===== src/rtl/up_axi_master_pkg.sv =====
// Shared types and constants for the uP-bus to AXI-lite master bridge.
// Optional build macro: UP_AXI_MASTER_RESP_ERR_EN (adds up_werr/up_rerr).
package up_axi_master_pkg;

    typedef enum logic [1:0] {
        W_IDLE,
        W_SEND,
        W_RESP
    } w_state_e;

    typedef enum logic [1:0] {
        R_IDLE,
        R_ADDR,
        R_RESP
    } r_state_e;

    localparam logic [1:0] AXI_RESP_OKAY    = 2'b00;
    localparam logic [2:0] AXI_PROT_DEFAULT = 3'b000;
    localparam logic [3:0] AXI_WSTRB_FULL   = 4'hF;

endpackage : up_axi_master_pkg


===== src/rtl/up_axi_master_rd.sv =====
// Read path of the uP-bus to AXI-lite master: one AR/R transaction at a time.
// Optional build macro: UP_AXI_MASTER_RESP_ERR_EN (adds up_rerr).
module up_axi_master_rd
    import up_axi_master_pkg::*;
#(
    parameter int ADDRESS_WIDTH = 32
) (
    input  logic                     aclk,
    input  logic                     arstn,
    input  logic                     up_rreq,
    input  logic [ADDRESS_WIDTH-3:0] up_raddr,
    output logic [31:0]              up_rdata,
    output logic                     up_rack,
    output logic                     up_rbusy,
`ifdef UP_AXI_MASTER_RESP_ERR_EN
    output logic                     up_rerr,
`endif
    output logic                     m_axi_arvalid,
    output logic [ADDRESS_WIDTH-1:0] m_axi_araddr,
    output logic [2:0]               m_axi_arprot,
    input  logic                     m_axi_arready,
    input  logic                     m_axi_rvalid,
    input  logic [31:0]              m_axi_rdata,
    input  logic [1:0]               m_axi_rresp,
    output logic                     m_axi_rready
);

    r_state_e                 r_state_q;
    logic                     arvalid_q;
    logic [ADDRESS_WIDTH-1:0] araddr_q;
    logic                     rready_q;
    logic [31:0]              rdata_q;
    logic                     rack_q;
    logic                     rerr_q;

    // Read FSM: AR issue, R capture, one-cycle ack; every AXI output is a flop.
    // NOTE: state is updated with non-blocking assignments so every branch sees
    // the values from the start of the cycle, independent of statement order.
    always_ff @(posedge aclk or negedge arstn) begin
        if (!arstn) begin
            r_state_q <= R_IDLE;
            arvalid_q <= 1'b0;
            araddr_q  <= '0;
            rready_q  <= 1'b0;
            rdata_q   <= '0;
            rack_q    <= 1'b0;
            rerr_q    <= 1'b0;
        end else begin
            rack_q <= 1'b0;
            rerr_q <= 1'b0;
            case (r_state_q)
                R_IDLE: begin
                    if (up_rreq) begin
                        araddr_q  <= {up_raddr, 2'b00};
                        arvalid_q <= 1'b1;
                        r_state_q <= R_ADDR;
                    end
                end
                R_ADDR: begin
                    if (m_axi_arready) begin
                        arvalid_q <= 1'b0;
                        rready_q  <= 1'b1;
                        r_state_q <= R_RESP;
                    end
                end
                R_RESP: begin
                    if (m_axi_rvalid) begin
                        rdata_q   <= m_axi_rdata;
                        rready_q  <= 1'b0;
                        rack_q    <= 1'b1;
                        rerr_q    <= (m_axi_rresp != AXI_RESP_OKAY);
                        r_state_q <= R_IDLE;
                    end
                end
                default: r_state_q <= R_IDLE;
            endcase
        end
    end

    assign up_rdata      = rdata_q;
    assign up_rack       = rack_q;
    assign up_rbusy      = (r_state_q != R_IDLE);
    assign m_axi_arvalid = arvalid_q;
    assign m_axi_araddr  = araddr_q;
    assign m_axi_arprot  = AXI_PROT_DEFAULT;
    assign m_axi_rready  = rready_q;

`ifdef UP_AXI_MASTER_RESP_ERR_EN
    assign up_rerr = rerr_q;
`else
    // Without error reporting the response code has no consumer.
    logic unused_rerr;
    assign unused_rerr = rerr_q;
`endif

endmodule : up_axi_master_rd


===== src/rtl/up_axi_master.sv =====
// uP register bus to AXI-lite master bridge. Write path lives here, read path
// in up_axi_master_rd; both run independently with one transaction each.
// Optional build macro: UP_AXI_MASTER_RESP_ERR_EN (adds up_werr/up_rerr).
module up_axi_master
    import up_axi_master_pkg::*;
#(
    parameter int ADDRESS_WIDTH = 32
) (
    input  logic                     aclk,
    input  logic                     arstn,
    input  logic                     up_wreq,
    input  logic [ADDRESS_WIDTH-3:0] up_waddr,
    input  logic [31:0]              up_wdata,
    output logic                     up_wack,
    output logic                     up_wbusy,
    input  logic                     up_rreq,
    input  logic [ADDRESS_WIDTH-3:0] up_raddr,
    output logic [31:0]              up_rdata,
    output logic                     up_rack,
    output logic                     up_rbusy,
`ifdef UP_AXI_MASTER_RESP_ERR_EN
    output logic                     up_werr,
    output logic                     up_rerr,
`endif
    output logic                     m_axi_awvalid,
    output logic [ADDRESS_WIDTH-1:0] m_axi_awaddr,
    output logic [2:0]               m_axi_awprot,
    input  logic                     m_axi_awready,
    output logic                     m_axi_wvalid,
    output logic [31:0]              m_axi_wdata,
    output logic [3:0]               m_axi_wstrb,
    input  logic                     m_axi_wready,
    input  logic                     m_axi_bvalid,
    input  logic [1:0]               m_axi_bresp,
    output logic                     m_axi_bready,
    output logic                     m_axi_arvalid,
    output logic [ADDRESS_WIDTH-1:0] m_axi_araddr,
    output logic [2:0]               m_axi_arprot,
    input  logic                     m_axi_arready,
    input  logic                     m_axi_rvalid,
    input  logic [31:0]              m_axi_rdata,
    input  logic [1:0]               m_axi_rresp,
    output logic                     m_axi_rready
);

    w_state_e                 w_state_q;
    logic                     awvalid_q;
    logic [ADDRESS_WIDTH-1:0] awaddr_q;
    logic                     wvalid_q;
    logic [31:0]              wdata_q;
    logic                     bready_q;
    logic                     wack_q;
    logic                     werr_q;

    // A channel is finished once its valid is already down or handshakes now.
    logic aw_done;
    logic w_done;
    assign aw_done = !awvalid_q || m_axi_awready;
    assign w_done  = !wvalid_q  || m_axi_wready;

    // Write FSM: AW and W run independently, then wait for B; outputs are flops.
    always_ff @(posedge aclk or negedge arstn) begin
        if (!arstn) begin
            w_state_q <= W_IDLE;
            awvalid_q <= 1'b0;
            awaddr_q  <= '0;
            wvalid_q  <= 1'b0;
            wdata_q   <= '0;
            bready_q  <= 1'b0;
            wack_q    <= 1'b0;
            werr_q    <= 1'b0;
        end else begin
            wack_q <= 1'b0;
            werr_q <= 1'b0;
            case (w_state_q)
                W_IDLE: begin
                    if (up_wreq) begin
                        awaddr_q  <= {up_waddr, 2'b00};
                        wdata_q   <= up_wdata;
                        awvalid_q <= 1'b1;
                        wvalid_q  <= 1'b1;
                        w_state_q <= W_SEND;
                    end
                end
                W_SEND: begin
                    if (m_axi_awready) begin
                        awvalid_q <= 1'b0;
                    end
                    if (m_axi_wready) begin
                        wvalid_q <= 1'b0;
                    end
                    if (aw_done && w_done) begin
                        bready_q  <= 1'b1;
                        w_state_q <= W_RESP;
                    end
                end
                W_RESP: begin
                    if (m_axi_bvalid) begin
                        bready_q  <= 1'b0;
                        wack_q    <= 1'b1;
                        werr_q    <= (m_axi_bresp != AXI_RESP_OKAY);
                        w_state_q <= W_IDLE;
                    end
                end
                default: w_state_q <= W_IDLE;
            endcase
        end
    end

    assign up_wack       = wack_q;
    assign up_wbusy      = (w_state_q != W_IDLE);
    assign m_axi_awvalid = awvalid_q;
    assign m_axi_awaddr  = awaddr_q;
    assign m_axi_awprot  = AXI_PROT_DEFAULT;
    assign m_axi_wvalid  = wvalid_q;
    assign m_axi_wdata   = wdata_q;
    // Strobes are all-ones while data is offered and zero otherwise (reset value).
    assign m_axi_wstrb   = {4{wvalid_q}} & AXI_WSTRB_FULL;
    assign m_axi_bready  = bready_q;

`ifdef UP_AXI_MASTER_RESP_ERR_EN
    assign up_werr = werr_q;
`else
    // Without error reporting the response code has no consumer.
    logic unused_werr;
    assign unused_werr = werr_q;
`endif

    up_axi_master_rd #(
        .ADDRESS_WIDTH (ADDRESS_WIDTH)
    ) u_rd (
        .aclk          (aclk),
        .arstn         (arstn),
        .up_rreq       (up_rreq),
        .up_raddr      (up_raddr),
        .up_rdata      (up_rdata),
        .up_rack       (up_rack),
        .up_rbusy      (up_rbusy),
`ifdef UP_AXI_MASTER_RESP_ERR_EN
        .up_rerr       (up_rerr),
`endif
        .m_axi_arvalid (m_axi_arvalid),
        .m_axi_araddr  (m_axi_araddr),
        .m_axi_arprot  (m_axi_arprot),
        .m_axi_arready (m_axi_arready),
        .m_axi_rvalid  (m_axi_rvalid),
        .m_axi_rdata   (m_axi_rdata),
        .m_axi_rresp   (m_axi_rresp),
        .m_axi_rready  (m_axi_rready)
    );

endmodule : up_axi_master


===== config.mk =====
export PLATFORM = sky130hd
export DESIGN_NAME = up_axi_master
export DESIGN_NICKNAME = d
export VERILOG_FILES = /design/src/rtl/up_axi_master_pkg.sv /design/src/rtl/up_axi_master_rd.sv /design/src/rtl/up_axi_master.sv
export SDC_FILE = /design/constraint.sdc
export NUM_CORES = 1
export LEC_CHECK = 0
export BUFFER_PORTS_ARGS = -buffer_cell sky130_fd_sc_hd__buf_2
export CAP_MARGIN = 20
export CORE_MARGIN = 2
export CORE_UTILIZATION = 45
export DETAILED_ROUTE_END_ITERATION = 10
export GPL_TIMING_DRIVEN = 0
export PLACE_DENSITY = 0.78
export SLEW_MARGIN = 20
export SYNTH_ARGS = -nofsm -noshare
export SYNTH_HDL_FRONTEND = slang
export SYNTH_SLANG_ARGS = --single-unit
export TNS_END_PERCENT = 30

===== constraint.sdc =====
create_clock -name aclk -period 2.2 [get_ports aclk]
set_input_delay 0.11 -clock aclk [delete_from_list [all_inputs] [get_ports aclk]]
set_output_delay 0.11 -clock aclk [all_outputs]
set_load 0.05 [all_outputs]

==> results of run 1 <==
[report_power, final]
group | total, mW | internal [mW] | switching [mW]
Clock | 2.50 | 1.54 | 0.963
Combinational | 8.42 | 2.47 | 5.95
Sequential | 4.43 | 3.71 | 0.726
Total | 15.4 | 7.72 | 7.64
[placed cells by master (no fill, tap or decap), types with 2 or more instances in the layout]
master,Yosys,layout
mux2_2,95,95
clkbuf_16,0,17
clkbuf_1,1,6
conb_1,1,10
buf_6,1,2
dfrtp_1,135,135
inv_1,7,7
clkbuf_8,0,4
nor2_1,4,4
clkinv_2,0,4
buf_12,3,3
mux2_4,29,29
buf_2,10,278
buf_4,14,14
nand2_1,2,2
o21ai_0,10,10
dlygate4sd3_1,0,130
a21oi_1,2,2
[area by class of cell]
cell class | instances | area (µm²)
plain buffers | 29 | 230
fillers | 661 | 2730
inverters | 8 | 30.0
repair buffers | 400 | 2680
multi-input cells | 164 | 1720
well taps | 143 | 179
clock inverters | 4 | 20.0
clock buffers | 26 | 499
flip-flops and latches | 135 | 3380
[worst register-to-register path, cell delays in order, from the launching register on]
cell and delay [ps]:
dfrtp_1 450, nor2b_1 230, and2_1 150, buf_2 180
buf_2 310, mux2_2 380
[state kept, by name, indices dropped and copies added (netlist names)]
| name | count |
|---|---|
| m_axi_wdata | 32 |
| u_rd.m_axi_rready | 1 |
| u_rd.m_axi_araddr | 30 |
| up_wack | 1 |
| u_rd.up_rack | 1 |
| w_state_q | 2 |
| m_axi_awaddr | 30 |
| u_rd.r_state_q | 2 |
| u_rd.up_rdata | 32 |
| m_axi_wvalid | 1 |
| m_axi_bready | 1 |
| m_axi_awvalid | 1 |
| u_rd.m_axi_arvalid | 1 |
[kinds of logic after synthesis]
group | after synthesis | synth area share (%)
DFF | 135 | 63.5
muxes | 125 | 28.5
other | 1 | 0.0705
AOI/OAI and AO/OA | 16 | 1.76
buffers and inverters | 37 | 4.89
and+or+nand+nor | 13 | 1.34
[worst max-delay path by stage]
stage | start | endpoint | slack, ps | depth (start not counted)
global placement | arstn | u_rd.up_rdata[23]$_DFFE_PN0P_ | -630 | 1
floorplan | u_rd.r_state_q[0]$_DFFE_PN0P_ | u_rd.up_rdata[0]$_DFFE_PN0P_ | 620 | 5
detailed placement | w_state_q[1]$_DFFE_PN0P_ | m_axi_wdata[29]$_DFFE_PN0P_ | 430 | 5
CTS | w_state_q[1]$_DFFE_PN0P_ | m_axi_wdata[29]$_DFFE_PN0P_ | 400 | 5
global route | w_state_q[1]$_DFFE_PN0P_ | m_axi_wdata[31]$_DFFE_PN0P_ | 230 | 5
finish | w_state_q[1]$_DFFE_PN0P_ | m_axi_wdata[31]$_DFFE_PN0P_ | 390 | 5
[repair_timing]
| action | in CTS | in global routing |
|---|---|---|
| hold buffers | 130 | 0 |
| endpoints found under the hold margin | 193 | 0 |
| buffers inserted | 0 | 0 |
[stage by stage]
stage / setup TNS (ps) / util (%) / cell area [µm²]
floorplan: 0 / - / 5360
finish: 0 / 76.2 / 8740
detailed placement: 0 / 60.3 / 6920
global route: 0 / 76.2 / 8740
global placement: -83190 / 60.0 / 6880
CTS: 0 / 76.2 / 8740
[layer usage]
| layer | GRT usage, % | share of wire [%] |
|---|---|---|
| met5 | 0 | 0 |
| met2 | 48.9 | 56 |
| met1 | 26.6 | 35 |
| met3 | 7.28 | 7.0 |
| met4 | 10.4 | 2.2 |
==> flow_metrics.tcl, run 1 <==
set metrics [dict create \
    drive_gt1_share_pct 58.7 \
    synth_top_cell_by_area "dfrtp_1" \
    fmax_ghz 0.553 \
    post-synth-top-count-cell "dfrtp_1" \
    port_buffers 269 \
    max_stage_delay_ps 450 \
    layout_min_cycle_time_ps 1810 \
    syn_avg_cell_area_um2 16.3 \
    num_antenna_cells 0 \
    ys_seq_elements 135 \
    fin_nets 892 \
    cp.arrival_ps 2090 \
    rows 39 \
    skew_ps 5.32 \
    r2r-start "w_state_q[1]$_DFFE_PN0P_" \
    dp_slack_ps 427 \
    track_usage_pct 25.8 \
    rsz0062_at_grt "false" \
    hold_class "input pin to flop" \
    vdd_drop_max_v 0.00148 \
    grt_pass1_wl_mm 25.3 \
    ant_nets 0 \
    synth_area_leaders "dfrtp_1, mux2_2, mux2_4, buf_4, buf_12" \
    total_power_mw 15.4 \
    drv_cap 0 \
    cts.clk_slew.worst_paths_ps 50 \
    antenna_found_initial 0 \
    syn_inst 327 \
    dp_cells 749 \
    cp_top_family "buffers and inverters" \
    leakagePower_nw 4.40 \
    min_to "u_rd.m_axi_rready$_DFFE_PN0P_" \
    cp_cell_sequence "nor2b_1 > and2_1 > buf_2 > buf_2 > mux2_2" \
    h-tree-depth 4 \
    die-area_mm2 0.0127 \
    slew-limit-headroom_pct 60.6 \
    min_from "m_axi_arready" \
    dp_hpwl_mm 9.24 \
    vias 4342 \
    cts_resized 0 \
    critPathBufInv 2 \
    die_h_um 113 \
    critPathCaptureType "flop" \
    cts-buffers-inserted 17 \
    syn_to_final_growth_pct 64.1 \
    overflow 0 \
    slew_violations 0 \
    ios 284 \
    cp.required_ps 2480 \
    holdWs_ps 69.8 \
    drc_errors 0 \
    r2r_cells 5 \
    drtIter0Drc 208 \
    r2r-end "m_axi_wdata[31]$_DFFE_PN0P_" \
    synth_edf_count 0 \
    clock_path_buffers 2 \
    crit_type "flop to flop" \
    drt-total-wl_mm 16.2 \
    grt_max_degree 72 \
    hold_viol_final 0 \
    crit_path_start_kind "flop" \
    cpMaxStageDelayCell "dfrtp_1" \
    yosysTopAreaCellShare_pct 63.5 \
    clk_latency_ps 400 \
    ys_types 27 \
    ys_top_cells_by_count "dfrtp_1, mux2_2, mux2_4" \
    ys_seq_area_share_pct 63.5 \
    worstMarginPinSlew_ps 591 \
    synth_area_mm2 0.00532 \
    dr.pass1.iters 4 \
    path_common_cell "buf_2" \
    cp_max_fo 10 \
    vias_per_cell 4.78 \
    cts-root-buf "clkbuf_16" \
    async_reset_ff_share_pct 100 \
    start_util_pct 46.4 \
    core_mm2 0.0115 \
    reg2reg_setup_slack_ps 390 \
    cts_tree "done" \
    cts_sinks 135 \
    min_period_over_period_pct 82.2 \
    wl_per_cell_um 17.8 \
    gp_congestion 0.789 \
    die_w_um 113 \
    hold_path_depth 3 \
    stdcell_count 909 \
    yosysWarningCount 0 \
    status "finished clean" \
    setup_ws_ps 392 \
    p_per_area_mw_per_mm2 1760 \
    final-setup-viol-count 0 \
    synth-main-ff-cell "dfrtp_1" \
    grt_pass1_vias 4932 \
]
No activity file was read; power rests on OpenSTA's default activity.
==> run 2: changes to the inputs <==
Settings changed: CORE_UTILIZATION 45 to 41, PLACE_DENSITY 0.78 to 0.75.
Clock period 2.2 ns to 1.45 ns, I/O delays scaled along.
==> run 2 against run 1 <==
Compared with the run above:
- the flow now finishes with violations (negative setup slack)
- first-iteration DRC count increased by 15%
- total power increased by 63%
- cell area increased by 7.5%
- highest routed layer unchanged
- sequential cell count unchanged
- core utilization decreased by 2.1 points
==> flow_metrics.tcl, run 2 (synthesis gave the netlist of run 1 again) <==
set metrics [dict create \
    cts_tree "done" \
    r2r_cells 5 \
    hold_path_depth 4 \
    cp_top_family "flip-flops" \
    wl_per_cell_um 17.1 \
    h-tree-depth 4 \
    crit_path_start_kind "flop" \
    path_common_cell "buf_6" \
    vias 4490 \
    grt_max_degree 73 \
    dp_hpwl_mm 9.25 \
    cp_cell_sequence "buf_6 > nor3b_4 > buf_4 > buf_6 > mux2_2" \
    grt_pass1_wl_mm 26.3 \
    core_mm2 0.0127 \
    overflow 0 \
    die-area_mm2 0.0139 \
    cts-buffers-inserted 17 \
    cp.required_ps 1740 \
    syn_to_final_growth_pct 76.4 \
    violations "negative setup slack" \
    cts-root-buf "clkbuf_16" \
    port_buffers 269 \
    critPathLaunch "u_rd.r_state_q[1]$_DFFE_PN0P_" \
    seq_power_share_pct 27.1 \
    cts.clk_slew.worst_paths_ps 60 \
    nFillCells 744 \
    crit_type "flop to flop" \
    drt-total-wl_mm 16.4 \
    ios 284 \
    status "complete, but fails checks" \
    drc_errors 0 \
    dp_cells 778 \
    cp_max_fo 5 \
    vdd_drop_max_v 0.00156 \
    mostFrequentLayoutCell "buf_2" \
    slew-limit-headroom_pct 66.6 \
    antenna_found_initial 2 \
    final_cell_mix "buf_2, dlygate4sd3_1, dfrtp_1" \
    hold_class "input pin to flop" \
    r2r-end "u_rd.m_axi_araddr[28]$_DFFE_PN0P_" \
    hold_viol_final 0 \
    worstMarginPinSlew_ps 501 \
    die_w_um 118 \
    max_stage_delay_ps 430 \
    gp_congestion 0.835 \
    min_from "m_axi_arready" \
    rows 41 \
    p_per_area_mw_per_mm2 2660 \
    grt_pass1_vias 4985 \
    reg2reg_setup_slack_ps -90 \
    final-setup-viol-count 103 \
    stdcell_count 959 \
    critPathCaptureType "flop" \
    fin_nets 910 \
    clkPwrFrac_pct 16.5 \
    clock_path_buffers 2 \
    dr.pass1.iters 6 \
    pwr-share-comb_pct 56.4 \
    r2r-start "u_rd.r_state_q[1]$_DFFE_PN0P_" \
    cpMaxStageDelayCell "dfrtp_2" \
    swShare_pct 47.8 \
    holdWs_ps 24.4 \
    drtIter0Drc 239 \
    cts_sinks 135 \
    rsz0062_at_grt "true" \
    drive_gt1_share_pct 60.5 \
    skew_ps 5.10 \
    cp.arrival_ps 1830 \
    clk_latency_ps 410 \
    critPathBufInv 3 \
    place_area_mm2 0.00699 \
    p_int_mw 13.0 \
    die_h_um 118 \
    p_sw_mw 11.9 \
    track_usage_pct 23.9 \
    slew_violations 0 \
    start_util_pct 42.0 \
    leakagePower_nw 4.77 \
    design_area_mm2 0.00939 \
    ant_nets 0 \
    min_to "u_rd.m_axi_arvalid$_DFFE_PN0P_" \
    drv_cap 0 \
    min_period_over_period_pct 106 \
    vias_per_cell 4.68 \
    layout_min_cycle_time_ps 1540 \
    fmax_ghz 0.650 \
    setup_ws_ps -87.5 \
]
-- run 2: repair_timing --
action / in CTS / in global routing
pin swaps: 1 / 0
setup endpoints to repair: 122 / 124
cloned: 2 / 2
setup buffers: 9 / 5
gates resized for setup: 76 / 17
endpoints found under the hold margin: 195 / 0
hold buffers: 133 / 0
-- run 2: final cells by class --
cell class | count | area [µm²] | area share [%]
Antenna cell | 2 | 5.00 | 0.0533
Buffer | 26 | 295 | 3.15
Clock buffer | 23 | 468 | 4.98
Clock inverter | 8 | 98.8 | 1.05
Inverter | 8 | 30.0 | 0.320
Multi-Input combinational cell | 164 | 1940 | 20.7
Sequential cell | 135 | 3380 | 36.0
Tap cell | 172 | 215 | 2.29
Timing Repair Buffer | 421 | 2950 | 31.5
-- run 2: power groups by stage --
stage               logic (mW)  clock network (mW)  registers, mW
finish                    14.1                4.13           6.77
global route              14.6                4.39           6.99
floorplan                 3.20                   0           13.0
CTS                       13.8                4.17           6.64
global placement          12.3                   0           6.51
detailed placement        12.4                   0           6.65
-- run 2: stage by stage --
stage	TNS, ps	power (mW)	utilization (%)	setup slack [ps]
after floorplan	-2310	16.2	-	-62.2
after global placement	-204060	18.8	54.8	-1400
after detailed placement	-21660	19.1	55.1	-220
after CTS	-7830	24.6	73.3	-102
after global routing	-10320	25.9	74.1	-155
final	-4890	25.0	74.1	-87.5
-- run 2: worst max-delay path by stage --
stage	endpoint	slack, ps	depth (start not counted)
after floorplan	u_rd.up_rdata[0]$_DFFE_PN0P_	-60	5
after global placement	u_rd.m_axi_araddr[28]$_DFFE_PN0P_	-1400	1
after detailed placement	m_axi_wdata[9]$_DFFE_PN0P_	-220	5
after CTS	u_rd.up_rdata[0]$_DFFE_PN0P_	-100	4
after global routing	u_rd.m_axi_araddr[28]$_DFFE_PN0P_	-160	5
final	u_rd.m_axi_araddr[28]$_DFFE_PN0P_	-90	5
-- run 2: per-layer routing --
layer | track usage, % | vias to the layer above | wire (µm)
li1 | - | 2014 | -
met3 | 5.81 | 39 | 820
met2 | 43.5 | 178 | 8960
met4 | 9.86 | 0 | 457
met1 | 26.7 | 2259 | 6200
met5 | 0 | - | 0
-- run 2: worst register-to-register path: stages (launching register included) --
cell,delay (ps)
dfrtp_2,430
buf_6,130
nor3b_4,260
buf_4,160
buf_6,110
mux2_2,330
